`config.mk`:
```
export PLATFORM = sky130hd
export DESIGN_NAME = lcd_st7789_rx
export DESIGN_NICKNAME = d
export VERILOG_FILES = /design/src/rtl/lcd_st7789_rx.sv
export SDC_FILE = /design/constraint.sdc
export NUM_CORES = 1
export LEC_CHECK = 0
export CORE_MARGIN = 2
export CORE_UTILIZATION = 50
export CTS_BUF_LIST = sky130_fd_sc_hd__clkbuf_4 sky130_fd_sc_hd__clkbuf_8
export CTS_CLUSTER_DIAMETER = 100
export DETAILED_ROUTE_END_ITERATION = 10
export GPL_ROUTABILITY_DRIVEN = 0
export PLACE_DENSITY = 0.67
export SYNTH_ARGS = -nofsm -noshare
export SYNTH_HDL_FRONTEND = slang
export SYNTH_SLANG_ARGS = --single-unit
```
`constraint.sdc`:
```
create_clock -name clk -period 21 [get_ports clk]
set_input_delay 5.25 -clock clk [delete_from_list [all_inputs] [get_ports clk]]
set_output_delay 5.25 -clock clk [all_outputs]
set_load 0.03 [all_outputs]
```
`src/rtl/lcd_st7789_rx.sv`:
```
// lcd_st7789_rx: receives the ST7789V3 4-wire serial bus (SCL/SD/CS/RS plus
// the panel reset pin), oversampled on the system clock.
//
// The block deserialises bytes and decodes the command stream. It tracks the
// CASET/RASET address window and emits addressed RGB565 pixels during RAMWR.
//
// Ports:
//   clk, rst           system clock, asynchronous active-high reset
//   lcd_rst            panel reset pin (active-low), clears all state
//   lcd_cs/scl/sd/rs   serial bus pins (CS active-low, SD sampled on SCL rise)
//   rx_valid/rx_byte/rx_is_cmd   one-cycle strobe per received byte
//   frame_err          one-cycle strobe when CS rises mid-byte
//   cmd_valid/cmd_code one-cycle strobe per command byte, last command held
//   pix_valid/pix_x/pix_y/pix_data  one-cycle strobe per completed pixel
module lcd_st7789_rx #(
  parameter int          SYNC_STAGES = 2,
  parameter logic [15:0] DEF_XE      = 16'd239,
  parameter logic [15:0] DEF_YE      = 16'd319
) (
  input  logic        clk,
  input  logic        rst,
  input  logic        lcd_rst,
  input  logic        lcd_cs,
  input  logic        lcd_scl,
  input  logic        lcd_sd,
  input  logic        lcd_rs,
  output logic        rx_valid,
  output logic [7:0]  rx_byte,
  output logic        rx_is_cmd,
  output logic        frame_err,
  output logic        cmd_valid,
  output logic [7:0]  cmd_code,
  output logic        pix_valid,
  output logic [15:0] pix_x,
  output logic [15:0] pix_y,
  output logic [15:0] pix_data
);

  typedef enum logic [1:0] {CMD_NONE, CMD_CASET, CMD_RASET, CMD_RAMWR} cmd_state_e;

  // Pin vector order: {lcd_rst, lcd_cs, lcd_scl, lcd_sd, lcd_rs}
  logic [SYNC_STAGES-1:0][4:0] sync_q, sync_d;
  // Edge history is only consumed for SCL (bit 1) and CS (bit 0)
  logic [1:0]  hist_q, hist_d;
  logic [7:0]  shift_q, shift_d;
  logic [2:0]  cnt_q, cnt_d;
  logic        rx_valid_q, rx_valid_d, rx_is_cmd_q, rx_is_cmd_d;
  logic [7:0]  rx_byte_q, rx_byte_d;
  logic        frame_err_q, frame_err_d;
  cmd_state_e  state_q, state_d;
  logic [2:0]  arg_cnt_q, arg_cnt_d;
  logic [7:0]  sh_q, sh_d, sl_q, sl_d, eh_q, eh_d;
  logic [15:0] xs_q, xs_d, xe_q, xe_d, ys_q, ys_d, ye_q, ye_d;
  logic [15:0] cur_x_q, cur_x_d, cur_y_q, cur_y_d;
  logic        half_q, half_d;
  logic        cmd_valid_q, cmd_valid_d, pix_valid_q, pix_valid_d;
  logic [7:0]  cmd_code_q, cmd_code_d;
  logic [15:0] pix_x_q, pix_x_d, pix_y_q, pix_y_d, pix_data_q, pix_data_d;

  logic [4:0] pins_s;
  logic       rst_n_s, cs_s, scl_s, sd_s, rs_s, scl_rise, cs_rise;

  assign pins_s   = sync_q[SYNC_STAGES-1];
  assign rst_n_s  = pins_s[4];
  assign cs_s     = pins_s[3];
  assign scl_s    = pins_s[2];
  assign sd_s     = pins_s[1];
  assign rs_s     = pins_s[0];
  assign scl_rise = scl_s & ~hist_q[1];
  assign cs_rise  = cs_s & ~hist_q[0];

  // Synchroniser chain and edge history; never cleared by the panel reset pin
  always_comb begin
    sync_d[0] = {lcd_rst, lcd_cs, lcd_scl, lcd_sd, lcd_rs};
    for (int i = 1; i < SYNC_STAGES; i++) sync_d[i] = sync_q[i-1];
    hist_d = {scl_s, cs_s};
  end

  // Deserialiser
  // NOTE: every signal gets its default first, so no path can infer a latch.
  always_comb begin
    shift_d     = shift_q;
    cnt_d       = cnt_q;
    rx_valid_d  = 1'b0;
    rx_byte_d   = rx_byte_q;
    rx_is_cmd_d = rx_is_cmd_q;
    frame_err_d = 1'b0;
    if (!rst_n_s) begin
      shift_d     = '0;
      cnt_d       = '0;
      rx_byte_d   = '0;
      rx_is_cmd_d = 1'b0;
    end else if (scl_rise && !cs_s) begin
      shift_d = {shift_q[6:0], sd_s};
      cnt_d   = cnt_q + 3'd1;
      if (cnt_q == 3'd7) begin
        rx_valid_d  = 1'b1;
        rx_byte_d   = {shift_q[6:0], sd_s};
        rx_is_cmd_d = ~rs_s;
      end
    end else if (cs_rise && cnt_q != 3'd0) begin
      cnt_d       = '0;
      frame_err_d = 1'b1;
    end
  end

  // Command parser, one cycle behind the byte strobe
  always_comb begin
    state_d     = state_q;
    arg_cnt_d   = arg_cnt_q;
    sh_d        = sh_q;
    sl_d        = sl_q;
    eh_d        = eh_q;
    xs_d        = xs_q;
    xe_d        = xe_q;
    ys_d        = ys_q;
    ye_d        = ye_q;
    cur_x_d     = cur_x_q;
    cur_y_d     = cur_y_q;
    half_d      = half_q;
    cmd_valid_d = 1'b0;
    cmd_code_d  = cmd_code_q;
    pix_valid_d = 1'b0;
    pix_x_d     = pix_x_q;
    pix_y_d     = pix_y_q;
    pix_data_d  = pix_data_q;
    if (!rst_n_s) begin
      state_d    = CMD_NONE;
      arg_cnt_d  = '0;
      sh_d       = '0;
      sl_d       = '0;
      eh_d       = '0;
      xs_d       = '0;
      xe_d       = DEF_XE;
      ys_d       = '0;
      ye_d       = DEF_YE;
      cur_x_d    = '0;
      cur_y_d    = '0;
      half_d     = 1'b0;
      cmd_code_d = '0;
      pix_x_d    = '0;
      pix_y_d    = '0;
      pix_data_d = '0;
    end else if (rx_valid_q) begin
      if (rx_is_cmd_q) begin
        cmd_valid_d = 1'b1;
        cmd_code_d  = rx_byte_q;
        arg_cnt_d   = '0;
        half_d      = 1'b0;
        case (rx_byte_q)
          8'h2A:   state_d = CMD_CASET;
          8'h2B:   state_d = CMD_RASET;
          8'h2C: begin
            state_d = CMD_RAMWR;
            cur_x_d = xs_q;
            cur_y_d = ys_q;
          end
          default: state_d = CMD_NONE;
        endcase
      end else begin
        case (state_q)
          CMD_CASET, CMD_RASET: begin
            // Window commits only on the 4th argument; later bytes are ignored
            if (arg_cnt_q != 3'd4) arg_cnt_d = arg_cnt_q + 3'd1;
            case (arg_cnt_q)
              3'd0: sh_d = rx_byte_q;
              3'd1: sl_d = rx_byte_q;
              3'd2: eh_d = rx_byte_q;
              3'd3: begin
                if (state_q == CMD_CASET) begin
                  xs_d = {sh_q, sl_q};
                  xe_d = {eh_q, rx_byte_q};
                end else begin
                  ys_d = {sh_q, sl_q};
                  ye_d = {eh_q, rx_byte_q};
                end
              end
              default: ;
            endcase
          end
          CMD_RAMWR: begin
            if (!half_q) begin
              pix_data_d[15:8] = rx_byte_q;
              half_d           = 1'b1;
            end else begin
              pix_data_d[7:0] = rx_byte_q;
              pix_valid_d     = 1'b1;
              pix_x_d         = cur_x_q;
              pix_y_d         = cur_y_q;
              half_d          = 1'b0;
              if (cur_x_q == xe_q) begin
                cur_x_d = xs_q;
                cur_y_d = (cur_y_q == ye_q) ? ys_q : cur_y_q + 16'd1;
              end else begin
                cur_x_d = cur_x_q + 16'd1;
              end
            end
          end
          default: ;
        endcase
      end
    end
  end

  // NOTE: state is updated with non-blocking assignments only, so every flop
  // samples the pre-edge value of every other flop.
  always_ff @(posedge clk or posedge rst) begin
    if (rst) begin
      sync_q      <= '1;
      hist_q      <= '1;
      shift_q     <= '0;
      cnt_q       <= '0;
      rx_valid_q  <= 1'b0;
      rx_byte_q   <= '0;
      rx_is_cmd_q <= 1'b0;
      frame_err_q <= 1'b0;
      state_q     <= CMD_NONE;
      arg_cnt_q   <= '0;
      sh_q        <= '0;
      sl_q        <= '0;
      eh_q        <= '0;
      xs_q        <= '0;
      xe_q        <= DEF_XE;
      ys_q        <= '0;
      ye_q        <= DEF_YE;
      cur_x_q     <= '0;
      cur_y_q     <= '0;
      half_q      <= 1'b0;
      cmd_valid_q <= 1'b0;
      cmd_code_q  <= '0;
      pix_valid_q <= 1'b0;
      pix_x_q     <= '0;
      pix_y_q     <= '0;
      pix_data_q  <= '0;
    end else begin
      sync_q      <= sync_d;
      hist_q      <= hist_d;
      shift_q     <= shift_d;
      cnt_q       <= cnt_d;
      rx_valid_q  <= rx_valid_d;
      rx_byte_q   <= rx_byte_d;
      rx_is_cmd_q <= rx_is_cmd_d;
      frame_err_q <= frame_err_d;
      state_q     <= state_d;
      arg_cnt_q   <= arg_cnt_d;
      sh_q        <= sh_d;
      sl_q        <= sl_d;
      eh_q        <= eh_d;
      xs_q        <= xs_d;
      xe_q        <= xe_d;
      ys_q        <= ys_d;
      ye_q        <= ye_d;
      cur_x_q     <= cur_x_d;
      cur_y_q     <= cur_y_d;
      half_q      <= half_d;
      cmd_valid_q <= cmd_valid_d;
      cmd_code_q  <= cmd_code_d;
      pix_valid_q <= pix_valid_d;
      pix_x_q     <= pix_x_d;
      pix_y_q     <= pix_y_d;
      pix_data_q  <= pix_data_d;
    end
  end

  assign rx_valid  = rx_valid_q;
  assign rx_byte   = rx_byte_q;
  assign rx_is_cmd = rx_is_cmd_q;
  assign frame_err = frame_err_q;
  assign cmd_valid = cmd_valid_q;
  assign cmd_code  = cmd_code_q;
  assign pix_valid = pix_valid_q;
  assign pix_x     = pix_x_q;
  assign pix_y     = pix_y_q;
  assign pix_data  = pix_data_q;

endmodule

```
==> metrics.yaml, run 1 <==
status: "complete, no violations"
skew_ps: 21.0
drive_gt1_frac: 0.102
synth_xor_area_frac: 0.0311
synth_fa_ha_area_frac: 0.0150
cts_hold_buf: 0
hold_viol: 0
die_x_um: 146
route.detailed.drc: 0
die_h_um: 146
hold_path_class: "reg -> reg"
cap_violations: 0
dp_slack_ps: 13570
grt_pass1_vias: 7589
worstPathBufferInverterCount: 1
routed_via_density: 5.54
worst_pin_slew_ps: 1070
drt_first_pass_iters: 5
nets: 1138
power.leakage_nw: 4.83
synth_edf_count: 0
gr-total-overflow: 0
routed.top_layer: "met4"
layout_min_cycle_time_ps: 7240
cts-buffers-inserted: 37
path_class: "reg -> out"
fin_area_um2: 11600
final-max-slew-violation-count: 0
wl_met1_um: 11700
path_delay_family: "buffers and inverters"
cp.arrival_ps: 1990
syn_nets: 1098
dpl-instance-area_um2: 10800
muxShareOfSynthArea: 0.0334
cts_tree: "yes"
diodes: 0
worst-path-max-fanout: 12
fmax_mhz: 138
endpoint_kind: "output port"
p_per_area_nw_per_um2: 70.9
cts_root_buf: "clkbuf_8"
rows: 51
cts-resized-gates: 0
first_iter_violations: 575
area_growth_pct: 15.5
routedWlPerCell_um: 17.4
numPortBuffers: 75
clock_latency_ps: 530
htreeDepth: 2
met3_length_um: 1300
start_kind: "flop"
syn_inst: 1079
core-area_um2: 19500
utilization: 0.592
power_uw: 820
setup_viol: 0
finalWirelength_um: 24500
antenna_left: 0
synth_top_family_by_area: "simple AND/OR/NAND/NOR gates"
slew_headroom: 0.287
wl_met2_um: 11000
crit_chain: "clkdlybuf4s50_1"
syn_area_per_cell_um2: 9.28
grt_setup_unrepaired: "false"
cts_setup_buffers: 0
synth_simple_gate_area_share: 0.200
cts_buffer_depth: 3
cp.required_ps: 15750
ys_seq_elements: 217
synth_compound_area_frac: 0.132
critPathSlowestCell: "clkdlybuf4s50_1"
syn_area_um2: 10000
period_share: 0.345
start_util: 0.513
grt_pass1_wl_um: 40900
synth_flop_cell: "dfrtp_1"
vdd_drop_max_v: 0.0000518
boundaryPins: 76
dieArea_um2: 21200
grt_max_degree: 157
vias: 7799
setup_slack_ps: 13760
antenna_found_initial: 0
clock_sinks: 217
synthArstFlopShare: 1.00
ys_seq_area_frac: 0.546
clkTransAtPathRegs_ps: 50
dpl.hpwl_um: 15300
finalSetupTns_ps: 0
grtUsageTotal: 0.238
ys_warn_count: 0
yosysUniqueCellTypes: 56
max_stage_delay_ps: 790
-- cells in the final DEF, fill, tap and decap left out, types with 9 or more instances in the layout --
| cell type | n |
|---|---|
| inv_1 | 12 |
| clkbuf_4 | 16 |
| nor4_1 | 14 |
| nand3_1 | 34 |
| o22ai_1 | 16 |
| and2_1 | 9 |
| nor2_1 | 28 |
| a31oi_1 | 14 |
| nand2_1 | 309 |
| o21ai_0 | 45 |
| mux2i_1 | 21 |
| xnor2_1 | 14 |
| a21oi_1 | 129 |
| clkbuf_8 | 44 |
| mux2_1 | 10 |
| dfrtp_1 | 191 |
| dfstp_2 | 26 |
| ha_1 | 12 |
| nand4_1 | 10 |
| clkdlybuf4s50_1 | 75 |
| buf_4 | 11 |
| xor2_1 | 16 |
-- sequential cells by signal (all words and copies together), names as in the netlist, 16 cells and up --
signal    count
pix_x        16
pix_data     16
xe_q         16
ye_q         16
ys_q         16
xs_q         16
cur_y_q      16
pix_y        16
cur_x_q      16
-- cells by family (layout without fill, tap and decap cells) --
logic type | count (synthesis) | in the layout
adders and majority gates | 12 | 12
and+or+nand+nor | 451 | 451
AOI/OAI and AO/OA | 235 | 235
buffers and inverters | 99 | 162
muxes | 32 | 32
DFF | 217 | 217
xor gates and xnor gates | 33 | 33
-- per-layer routing --
layer | global-route usage | vias to the layer above
met4 | 0.0701 | 0
met2 | 0.362 | 219
met1 | 0.348 | 3791
li1 | - | 3748
met3 | 0.0473 | 41
met5 | 0 | -
-- per-stage QoR --
stage	hold slack (ps)	instances
after floorplan	345	1079
after global placement	346	1345
after detailed placement	347	1345
after CTS	350	1407
after global routing	358	1407
final	346	1407
-- cell usage after synthesis (2+ instances only) --
cell / n / area, µm²
inv_1: 14 / 52.6
a21oi_1: 129 / 646
nor3b_1: 5 / 37.5
a31oi_1: 14 / 87.6
and3_1: 8 / 50.1
and4_1: 3 / 26.3
xnor2_2: 3 / 48.8
and2_1: 9 / 56.3
a22o_1: 8 / 70.1
nand3_1: 34 / 170
nor4b_1: 2 / 17.5
o31ai_1: 4 / 30.0
o22ai_1: 16 / 100
ha_1: 12 / 150
o21ai_0: 45 / 225
or3_1: 2 / 12.5
buf_6: 3 / 33.8
nand3b_1: 2 / 15.0
xnor2_1: 14 / 123
nor2b_1: 7 / 43.8
nand2_1: 309 / 1160
nand4_2: 2 / 25.0
or4_1: 3 / 22.5
nor4_1: 14 / 87.6
dfrtp_1: 191 / 4780
clkbuf_1: 66 / 248
mux2_1: 10 / 113
a22oi_1: 3 / 22.5
buf_2: 15 / 75.1
dfstp_2: 26 / 683
xor2_1: 16 / 140
nor2_1: 29 / 109
a311oi_1: 2 / 17.5
nor3_1: 4 / 20.0
nand4_1: 10 / 62.6
o21a_1: 2 / 15.0
o21ai_1: 4 / 20.0
mux2i_1: 21 / 210
-- where the power goes --
group	switching (mW)	leakage, nW	internal (mW)
combinational	0.0148	1.49	0.00238
clock	0.164	0.398	0.217
sequential	0.00195	2.94	0.421
total	0.181	4.83	0.640
-- final timing paths --
path / start / endpoint / slack (ps) / cells after the start
max: rx_byte[1] / rx_byte[1] / 13760 / 1
min: sync_d[5] / pins_s[0] / 350 / 0
max reg2reg: pins_s[4] / cur_y_q[13] / 17830 / 5
min reg2reg: sync_d[5] / pins_s[0] / 350 / 0
max in group asynchronous: rst / pix_data[0] / 14240 / 3
min in group asynchronous: rst / cnt_q[2] / 5390 / 2
-- area by class of cell --
type                    instances  area [µm²]
clock buffers                  60         726
clock inverters                 2        10.0
fillers                      1774        7960
inverters                      14        62.6
multi-input cells             763        4140
flip-flops and latches        217        5460
well taps                     265         332
repair buffers                 86         833
(Power assumes the default switching activity.)
==> inputs of run 2 (changes only) <==
--- a/config.mk
+++ b/config.mk
@@ -11,7 +11,7 @@
 export CTS_CLUSTER_DIAMETER = 100
 export DETAILED_ROUTE_END_ITERATION = 10
 export GPL_ROUTABILITY_DRIVEN = 0
-export PLACE_DENSITY = 0.67
+export PLACE_DENSITY = 0.7
 export SYNTH_ARGS = -nofsm -noshare
 export SYNTH_HDL_FRONTEND = slang
 export SYNTH_SLANG_ARGS = --single-unit
==> constraint.sdc (replaced) <==
create_clock -name clk -period 6.6 [get_ports clk]
set_input_delay 1.65 -clock clk [delete_from_list [all_inputs] [get_ports clk]]
set_output_delay 1.65 -clock clk [all_outputs]
set_load 0.03 [all_outputs]
==> metrics.yaml, run 2 (same netlist as run 1, synthesis figures left out) <==
holdWs_ps: 352  # +6.42 ps
worst-path-max-fanout: 12  # unchanged
grt_max_degree: 76  # -52%
final-max-slew-violation-count: 0  # unchanged
fmax_mhz: 272
die_x_um: 146  # unchanged
worstRegToRegCells: 6  # +1
r2r-start: "rx_valid"
antenna_found_initial: 0  # unchanged
cp.arrival_ps: 2020  # +30 ps
path_class: "reg -> out"
cts_hold_buf: 0  # unchanged
worst_pin_slew_ps: 1120  # +54.2 ps
grt_setup_unrepaired: "false"
max_stage_delay_ps: 790  # about the same
dieArea_um2: 21200  # unchanged
antenna_left: 0  # unchanged
clkTransAtPathRegs_ps: 60  # about the same
status: "complete, no violations"
clock_latency_ps: 540  # about the same
critPathSlowestCell: "clkdlybuf4s50_1"
cts-resized-gates: 0  # unchanged
core-area_um2: 19500  # unchanged
start_kind: "flop"
cp.required_ps: 4950  # -10,800 ps
skew_ps: 28.3  # +7.24 ps
cts-buffers-inserted: 37  # unchanged
first_iter_violations: 652  # +13%
mostFrequentLayoutCells: "nand2_1, dfrtp_1, a21oi_1, clkdlybuf4s50_1, clkbuf_8"
startpoint: "rx_byte[1]"
drt_first_pass_iters: 5  # unchanged
worstPathBufferInverterCount: 1  # unchanged
grt_pass1_wl_um: 41500  # +1.4%
boundaryPins: 76  # unchanged
period_share: 0.557
hold_path_class: "reg -> reg"
finalSetupTns_ps: 0  # unchanged
clock_sinks: 217  # unchanged
vdd_drop_max_v: 0.000178  # +240%
nets: 1139  # +0.088%
final_common_cell: "nand2_1"
power.leakage_nw: 4.87  # +0.83%
fillCellCount: 1739  # -2.0%
crit_chain: "clkdlybuf4s50_1"
multi_input_area_um2: 4150  # +0.12%
cts_tree: "yes"
endpoint_kind: "output port"
layout_min_cycle_time_ps: 3670
routed_via_density: 5.68  # +2.5%
start_util: 0.513  # unchanged
area_growth_pct: 16.5
cts_setup_buffers: 0  # unchanged
r2r-end: "cur_y_q[13]"
drive_gt1_frac: 0.109  # +0.00634
cts_root_buf: "clkbuf_8"
dpl.hpwl_um: 16000  # +4.6%
route.detailed.drc: 0  # unchanged
path_delay_family: "buffers and inverters"
diodes: 0  # unchanged
seq_area_um2: 5460  # unchanged
setup.worst_path.end: "rx_byte[1]"
gr-total-overflow: 0  # unchanged
finalWirelength_um: 25300  # +3.1%
numPortBuffers: 75  # unchanged
routedWlPerCell_um: 17.9  # +2.6%
die_h_um: 146  # unchanged
rows: 51  # unchanged
ff2ff_setup_slack_ps: 3380  # -14,450 ps
grt_pass1_vias: 7777  # +2.5%
grtUsageTotal: 0.242  # +0.00398
htreeDepth: 2  # unchanged
p_per_area_nw_per_um2: 232  # +230%
hold_viol: 0  # unchanged
cap_violations: 0  # unchanged
vias: 8032  # +3.0%
cp.depth: 1  # unchanged
setup_viol: 0  # unchanged
utilization: 0.597  # +0.00487
slew_headroom: 0.251  # -0.0361
cts_buffer_depth: 3  # unchanged
[run 2: cell types whose count changed in the layout (fill, tap and decap cells not counted)]
| cell | before | now |
|---|---|---|
| buf_4 | 11 | 12 |
| clkinv_2 | 2 | 3 |
| clkinvlp_4 | 0 | 2 |
| clkbuf_4 | 16 | 13 |
| inv_8 | 1 | 0 |
| nand3_2 | 0 | 1 |
| nand3_1 | 34 | 33 |
| clkbuf_8 | 44 | 51 |
[run 2: power breakdown]
part	internal (mW)	total [mW]	switching (mW)	leakage (nW)
logic	0.00823	0.0558	0.0476	1.49
registers	1.34	1.34	0.00610	2.94
clock network	0.760	1.30	0.541	0.438
[run 2: routing by layer]
metal,global-route usage,vias up,routed length (µm)
met1,0.355,3968,11600
met5,0,-,0
met2,0.370,254,11600
li1,-,3760,-
met4,0.0819,0,642
met3,0.0373,50,1460
[run 2: cell type report]
class,count,share of cell area
timing repair buffer,87,0.0721
multi-input combinational,763,0.355
tap,265,0.0284
inverter,14,0.00504
clock buffer,64,0.0686
sequential,217,0.468
clock inverter,4,0.00193
[run 2: worst min path at each step]
| stage | startpoint | cells after the start | to | slack, ps |
|---|---|---|---|---|
| floorplan | sync_d[5] | 0 | pins_s[0] | 350 |
| global placement | sync_d[9] | 0 | pins_s[4] | 350 |
| detailed placement | sync_d[5] | 0 | pins_s[0] | 350 |
| CTS | sync_d[8] | 0 | pins_s[3] | 360 |
| global route | sync_d[6] | 0 | pins_s[1] | 350 |
| finish | sync_d[5] | 0 | pins_s[0] | 350 |
[run 2: through the flow]
step	power [mW]	instances	setup WS, ps	cell area (µm²)
global route	2.79	1414	2890	11700
detailed placement	1.43	1346	2880	10800
finish	2.70	1414	2930	11700
CTS	2.72	1414	2910	11700
global placement	1.43	1346	2890	10800
floorplan	1.41	1079	2150	10000
